### src/rtl/vector_stream_collector_pkg.sv
// Shared float constants for the vector
// collector and the summation datapath.
package vector_stream_collector_pkg;
  localparam int FP_WIDTH = 32;
  localparam logic [FP_WIDTH-1:0] FP_ZERO =
    32'h0000_0000;
endpackage

### src/rtl/vector_stream_collector_if.sv
// Element stream in, packed vector out,
// each with its own valid/ready handshake.
interface vector_stream_collector_if #(
  parameter int VLEN = 4,
  parameter int CW   = 3
);
  logic [31:0]        in_data;
  logic               in_valid;
  logic               in_last;
  logic               in_ready;
  logic [32*VLEN-1:0] vec_data;
  logic               vec_valid;
  logic               vec_ready;
  logic [CW-1:0]      vec_count;

  modport master (
    output in_data, in_valid, in_last,
    output vec_ready,
    input  in_ready, vec_data,
    input  vec_valid, vec_count
  );

  modport slave (
    input  in_data, in_valid, in_last,
    input  vec_ready,
    output in_ready, vec_data,
    output vec_valid, vec_count
  );
endinterface

### src/rtl/vector_stream_collector.sv
// Packs one float per cycle into a VLEN-lane
// vector and holds it until consumed.
module vector_stream_collector
  import vector_stream_collector_pkg::*;
#(
  parameter int VLEN = 4,
  parameter int CW   = 3
) (
  input logic clk,
  input logic rst,
  vector_stream_collector_if.slave bus
);
  typedef enum logic {
    FILL,
    FULL
  } state_e;

  localparam logic [CW-1:0] LAST =
    CW'(VLEN - 1);
  localparam logic [CW-1:0] ONE = CW'(1);

  state_e        state_q;
  logic [CW-1:0] cnt_q;
  logic [CW-1:0] vec_count_q;
  logic          vec_valid_q;

  logic                in_xfer;
  logic                out_xfer;
  logic                close;
  logic [VLEN-1:0]     lane_we;
  logic [FP_WIDTH-1:0] lane_d [VLEN];

  assign bus.in_ready = !rst &&
    (state_q == FILL || bus.vec_ready);
  assign in_xfer  = bus.in_valid
                  & bus.in_ready;
  assign out_xfer = vec_valid_q
                  & bus.vec_ready;
  assign close    = (cnt_q == LAST)
                  | bus.in_last;

  assign bus.vec_valid = vec_valid_q;
  assign bus.vec_count = vec_count_q;

  // Lane write enables: fill slot, zero the
  // tail on close, wipe all on hand-off.
  always_comb begin
    for (int k = 0; k < VLEN; k++) begin
      lane_we[k] = 1'b0;
      lane_d[k]  = FP_ZERO;
      if (state_q == FILL && in_xfer) begin
        if (CW'(k) == cnt_q) begin
          lane_we[k] = 1'b1;
          lane_d[k]  = bus.in_data;
        end else if (close &&
                     CW'(k) > cnt_q) begin
          lane_we[k] = 1'b1;
        end
      end else if (state_q == FULL &&
                   out_xfer) begin
        lane_we[k] = 1'b1;
        if (k == 0 && in_xfer)
          lane_d[k] = bus.in_data;
      end
    end
  end

  for (genvar k = 0; k < VLEN; k++)
  begin : g_lane
    logic [FP_WIDTH-1:0] q;

    // Enabled 32-bit lane register.
    always_ff @(posedge clk) begin
      if (rst)             q <= FP_ZERO;
      else if (lane_we[k]) q <= lane_d[k];
    end

    assign bus.vec_data[FP_WIDTH*k +:
                        FP_WIDTH] = q;
  end

  // Fill/hold sequencing with registered
  // vec_valid and vec_count.
  always_ff @(posedge clk) begin
    if (rst) begin
      state_q     <= FILL;
      cnt_q       <= '0;
      vec_valid_q <= 1'b0;
      vec_count_q <= '0;
    end else begin
      unique case (state_q)
        FILL: begin
          if (in_xfer) begin
            if (close) begin
              state_q     <= FULL;
              vec_valid_q <= 1'b1;
              vec_count_q <= cnt_q + ONE;
              cnt_q       <= '0;
            end else begin
              cnt_q <= cnt_q + ONE;
            end
          end
        end
        FULL: begin
          if (out_xfer) begin
            if (in_xfer) begin
              if (VLEN == 1 ||
                  bus.in_last) begin
                vec_count_q <= ONE;
              end else begin
                state_q     <= FILL;
                vec_valid_q <= 1'b0;
                cnt_q       <= ONE;
              end
            end else begin
              state_q     <= FILL;
              vec_valid_q <= 1'b0;
              cnt_q       <= '0;
            end
          end
        end
        default: begin
          state_q     <= FILL;
          vec_valid_q <= 1'b0;
          cnt_q       <= '0;
        end
      endcase
    end
  end
endmodule

### src/flat_wrapper.sv
// flat-port wrapper written by rule: the top's interface ports become plain ports
module vector_stream_collector_flat import vector_stream_collector_pkg::*;
#(
  parameter int VLEN = 4,
  parameter int CW   = 3
)
  (clk, rst, bus_in_data, bus_in_valid, bus_in_last, bus_vec_ready, bus_in_ready, bus_vec_data, bus_vec_valid, bus_vec_count);
  vector_stream_collector_if #(.VLEN(VLEN), .CW(CW)) bus_i ();
  input logic clk;
  input logic rst;
  input wire logic [$bits(bus_i.in_data)-1:0] bus_in_data;
  input wire logic [$bits(bus_i.in_valid)-1:0] bus_in_valid;
  input wire logic [$bits(bus_i.in_last)-1:0] bus_in_last;
  input wire logic [$bits(bus_i.vec_ready)-1:0] bus_vec_ready;
  output wire logic [$bits(bus_i.in_ready)-1:0] bus_in_ready;
  output wire logic [$bits(bus_i.vec_data)-1:0] bus_vec_data;
  output wire logic [$bits(bus_i.vec_valid)-1:0] bus_vec_valid;
  output wire logic [$bits(bus_i.vec_count)-1:0] bus_vec_count;
  assign bus_i.in_data = bus_in_data;
  assign bus_i.in_valid = bus_in_valid;
  assign bus_i.in_last = bus_in_last;
  assign bus_i.vec_ready = bus_vec_ready;
  assign bus_in_ready = bus_i.in_ready;
  assign bus_vec_data = bus_i.vec_data;
  assign bus_vec_valid = bus_i.vec_valid;
  assign bus_vec_count = bus_i.vec_count;
  vector_stream_collector #(.VLEN(VLEN), .CW(CW)) u_core (.clk(clk), .rst(rst), .bus(bus_i));
endmodule
### config.mk
export PLATFORM = sky130hd
export DESIGN_NAME = vector_stream_collector_flat
export DESIGN_NICKNAME = d
export VERILOG_FILES = /design/src/rtl/vector_stream_collector_pkg.sv /design/src/rtl/vector_stream_collector_if.sv /design/src/rtl/vector_stream_collector.sv /design/src/flat_wrapper.sv
export SDC_FILE = /design/constraint.sdc
export NUM_CORES = 1
export LEC_CHECK = 0
export ABC_AREA = 1
export BUFFER_PORTS_ARGS = -buffer_cell sky130_fd_sc_hd__buf_2
export CAP_MARGIN = 20
export CORE_MARGIN = 10
export CORE_UTILIZATION = 45
export DETAILED_ROUTE_END_ITERATION = 10
export PLACE_DENSITY = 0.74
export SLEW_MARGIN = 10
export SYNTH_ARGS = -nofsm -noshare
export SYNTH_HDL_FRONTEND = slang
export SYNTH_SLANG_ARGS = --single-unit
### constraint.sdc
create_clock -name clk -period 4.2 [get_ports clk]
set_clock_uncertainty 0.05 [all_clocks]
set_input_delay 0.42 -clock clk [delete_from_list [all_inputs] [get_ports clk]]
set_output_delay 0.42 -clock clk [all_outputs]
set_load 0.05 [all_outputs]
==> results.py <==
metrics = {
    "outcome": {
        "status": "finished clean",
    },
    "clock_network": {
        "clock_sinks": 136,
        "cts_root_buffer": "clkbuf_16",
        "cts_buffers": 17,
        "post_cts_resized": 0,
        "htreeDepth": 4,
        "clk_latency_ns": 0.43,
        "clock_path_buffers": 2,
        "cts_tree": "done",
        "post-cts-setup-buffers": 0,
        "clkTransAtPathRegs_ns": 0.06,
        "cts_hold_buf": 0,
    },
    "floorplan": {
        "die_area_um2": 17400,
        "dieWidth_um": 132,
        "rows": 40,
        "core-area_um2": 12100,
        "die_y_um": 132,
        "pin_count": 170,
        "initial_utilization": 0.465,
    },
    "placed_design": {
        "place_ws_ns": 0.906,
        "numPortBuffers": 169,
        "gp_congestion": 0.847,
        "dp.final_hpwl_um": 12200,
        "place_inst": 1080,
    },
    "final_layout": {
        "final_util": 0.594,
        "final_nets": 973,
        "fillers": 1176,
        "drive_gt1_frac": 0.236,
        "final_cells": 1114,
        "antenna_cells": 0,
        "syn2layout_area_growth_pct": 27.7,
    },
    "setup_path": {
        "worstPathArrival_ns": 2.97,
        "crit_top_cell": "inv_2",
        "cp-start-kind": "flop",
        "r2r_start": "u_core.state_q$_SDFF_PP0_",
        "crit_type": "reg -> reg",
        "required_ns": 4.40,
        "setup.worst_path.start": "u_core.state_q$_SDFF_PP0_",
        "end_kind": "flop",
        "crit_fanout": 37,
        "critical-path-top-delay-family": "simple AND/OR/NAND/NOR gates",
        "crit_buf_inv": 3,
        "cp_slowest_cell": "nand4_4",
        "crit_chain": "inv_2 > nand4_4 > inv_2 > nand2_1 > buf_4 > nand3_1 > a21oi_1",
        "critical_path.max_stage_delay_ns": 0.51,
    },
    "min_path": {
        "hold_path.class": "in -> reg",
        "hold_start": "bus_in_data[5]",
    },
    "routing": {
        "postRouteAntennaNets": 0,
        "drtPass1Iterations": 5,
        "finalWirelength_um": 18800,
        "drt_iter0_markers": 570,
        "num_vias": 5810,
        "drc": 0,
        "viasPerCell": 5.22,
        "avgRoutedWirePerCell_um": 16.9,
    },
    "timing": {
        "slew_viol_final": 0,
        "relSlewSlack": 0.298,
        "setup_viol": 0,
        "fmax_mhz": 361,
        "fin_crit_sh": 0.660,
        "rsz0062_at_grt": "false",
        "worst_pin_slew_ns": 1.05,
        "hold_violations": 0,
        "setup_slack_ns": 1.43,
        "finalSetupTns_ns": 0,
        "period_minus_slack_ns": 2.77,
    },
    "synthesis": {
        "synth_area_um2": 5630,
        "synth_cells": 792,
        "synth_area_leader_cell": "dfxtp_1",
        "synth.area.top_cells": "dfxtp_1 48%, nand2_1 14%, a21oi_1 12%",
        "synth_seq_area_share": 0.483,
        "ys_warn_count": 0,
        "synth_top_cell_area_share": 0.483,
        "syn_nets": 832,
        "ys_ff_latch": 136,
        "synthDistinctLibCells": 20,
        "syn_area_per_cell_um2": 7.11,
    },
    "global_routing": {
        "grt_start_max_net_pins": 102,
        "antenna_found_initial": 0,
        "overflow": 0,
        "grt_pass1_vias": 5528,
        "grt_pass1_wl_um": 30200,
        "grtUsageTotal": 0.210,
    },
    "job": {
        "maxCapViolations": 0,
    },
    "pwr": {
        "cellPowerDensity_nw_per_um2": 456,
        "power_mw": 3.28,
        "irDropWorstVdd_mv": 0.285,
        "power_leakage_nw": 3.18,
    },
}
[tightest hold or removal path, stage by stage]
cell and delay (ns):
buf_2 0.13, nand2_1 0.06, a21oi_1 0.05
[registers in the layout (all words and copies together), names as in the netlist]
register / cells
u_core.bus.vec_valid: 1
u_core.g_lane.q: 128
u_core.cnt_q: 3
u_core.bus.vec_count: 3
u_core.state_q: 1
[cells by family after synthesis]
kind of cell,share of synthesized area
adder cells (fa/ha/maj),0.00666
buffers and inverters,0.0786
AND/OR/NAND/NOR,0.309
AO/OA/AOI/OAI,0.123
flip-flops,0.483
[cell usage in the layout, fill, tap and decap left out, types with 4 or more instances in the layout]
cell	n
nor2_1	77
a21oi_1	133
nand2_1	204
nor2_2	4
o21ai_0	4
bufinv_16	4
nand4_1	5
clkinvlp_4	5
clkbuf_16	17
nand3_1	85
inv_2	4
buf_2	168
nor3_1	32
inv_1	41
dfxtp_1	136
buf_4	9
[final cells by class]
type / count / area, um^2 / area share
clock buffer: 22 / 474 / 0.0659
sequential: 136 / 2720 / 0.379
inverter: 45 / 169 / 0.0235
tap: 168 / 210 / 0.0292
clock inverter: 10 / 166 / 0.0231
multi-input combinational: 553 / 2480 / 0.344
timing repair buffer: 180 / 975 / 0.136
[report_power, final]
part           total, mW  internal (mW)  switching (mW)
sequential          1.33           1.32          0.0178
clock               1.61           1.04           0.569
combinational      0.335         0.0790           0.256
total               3.28           2.44           0.843
[cell usage after synthesis]
cell      instances
buf_2            21
nand2_2           3
inv_1            41
buf_4             8
ha_1              3
nor2_2            1
clkbuf_1         24
o22ai_1           1
o21ai_0           4
a21oi_1         133
buf_1             5
dfxtp_1         136
nor3_1           32
nand2_1         204
nor2_1           80
nand4_1           5
nand3_2           1
nand3_1          85
nand4_4           1
inv_2             4
[path summary, 6_finish.rpt]
kind	end	slack, ns	cells past startpoint
worst max register to register	u_core.g_lane[1].q[20]$_SDFFE_PP0P_	1.43	7
worst min-delay path	u_core.g_lane[3].q[5]$_SDFFE_PP0P_	0.23	3
worst min register to register	u_core.g_lane[2].q[17]$_SDFFE_PP0P_	0.40	2
worst max-delay path	u_core.g_lane[1].q[20]$_SDFFE_PP0P_	1.43	7
[per-layer routing]
layer	routed length [um]	track usage	vias to the layer above
met1	7870	0.260	2678
met4	423	0.0859	0
met3	1630	0.0701	28
met5	0	0	-
li1	-	-	2853
met2	8910	0.329	251
[per-stage QoR]
| step | instance area [um^2] | hold WS, ns |
|---|---|---|
| 2_1_floorplan | 5630 | 0.429 |
| 3_3_place_gp | 6490 | 0.396 |
| 3_5_place_dp | 6510 | 0.400 |
| 4_1_cts | 7150 | 0.225 |
| 5_1_grt | 7190 | 0.244 |
| 6_report | 7190 | 0.234 |
Power figures use the tool's default switching activity.
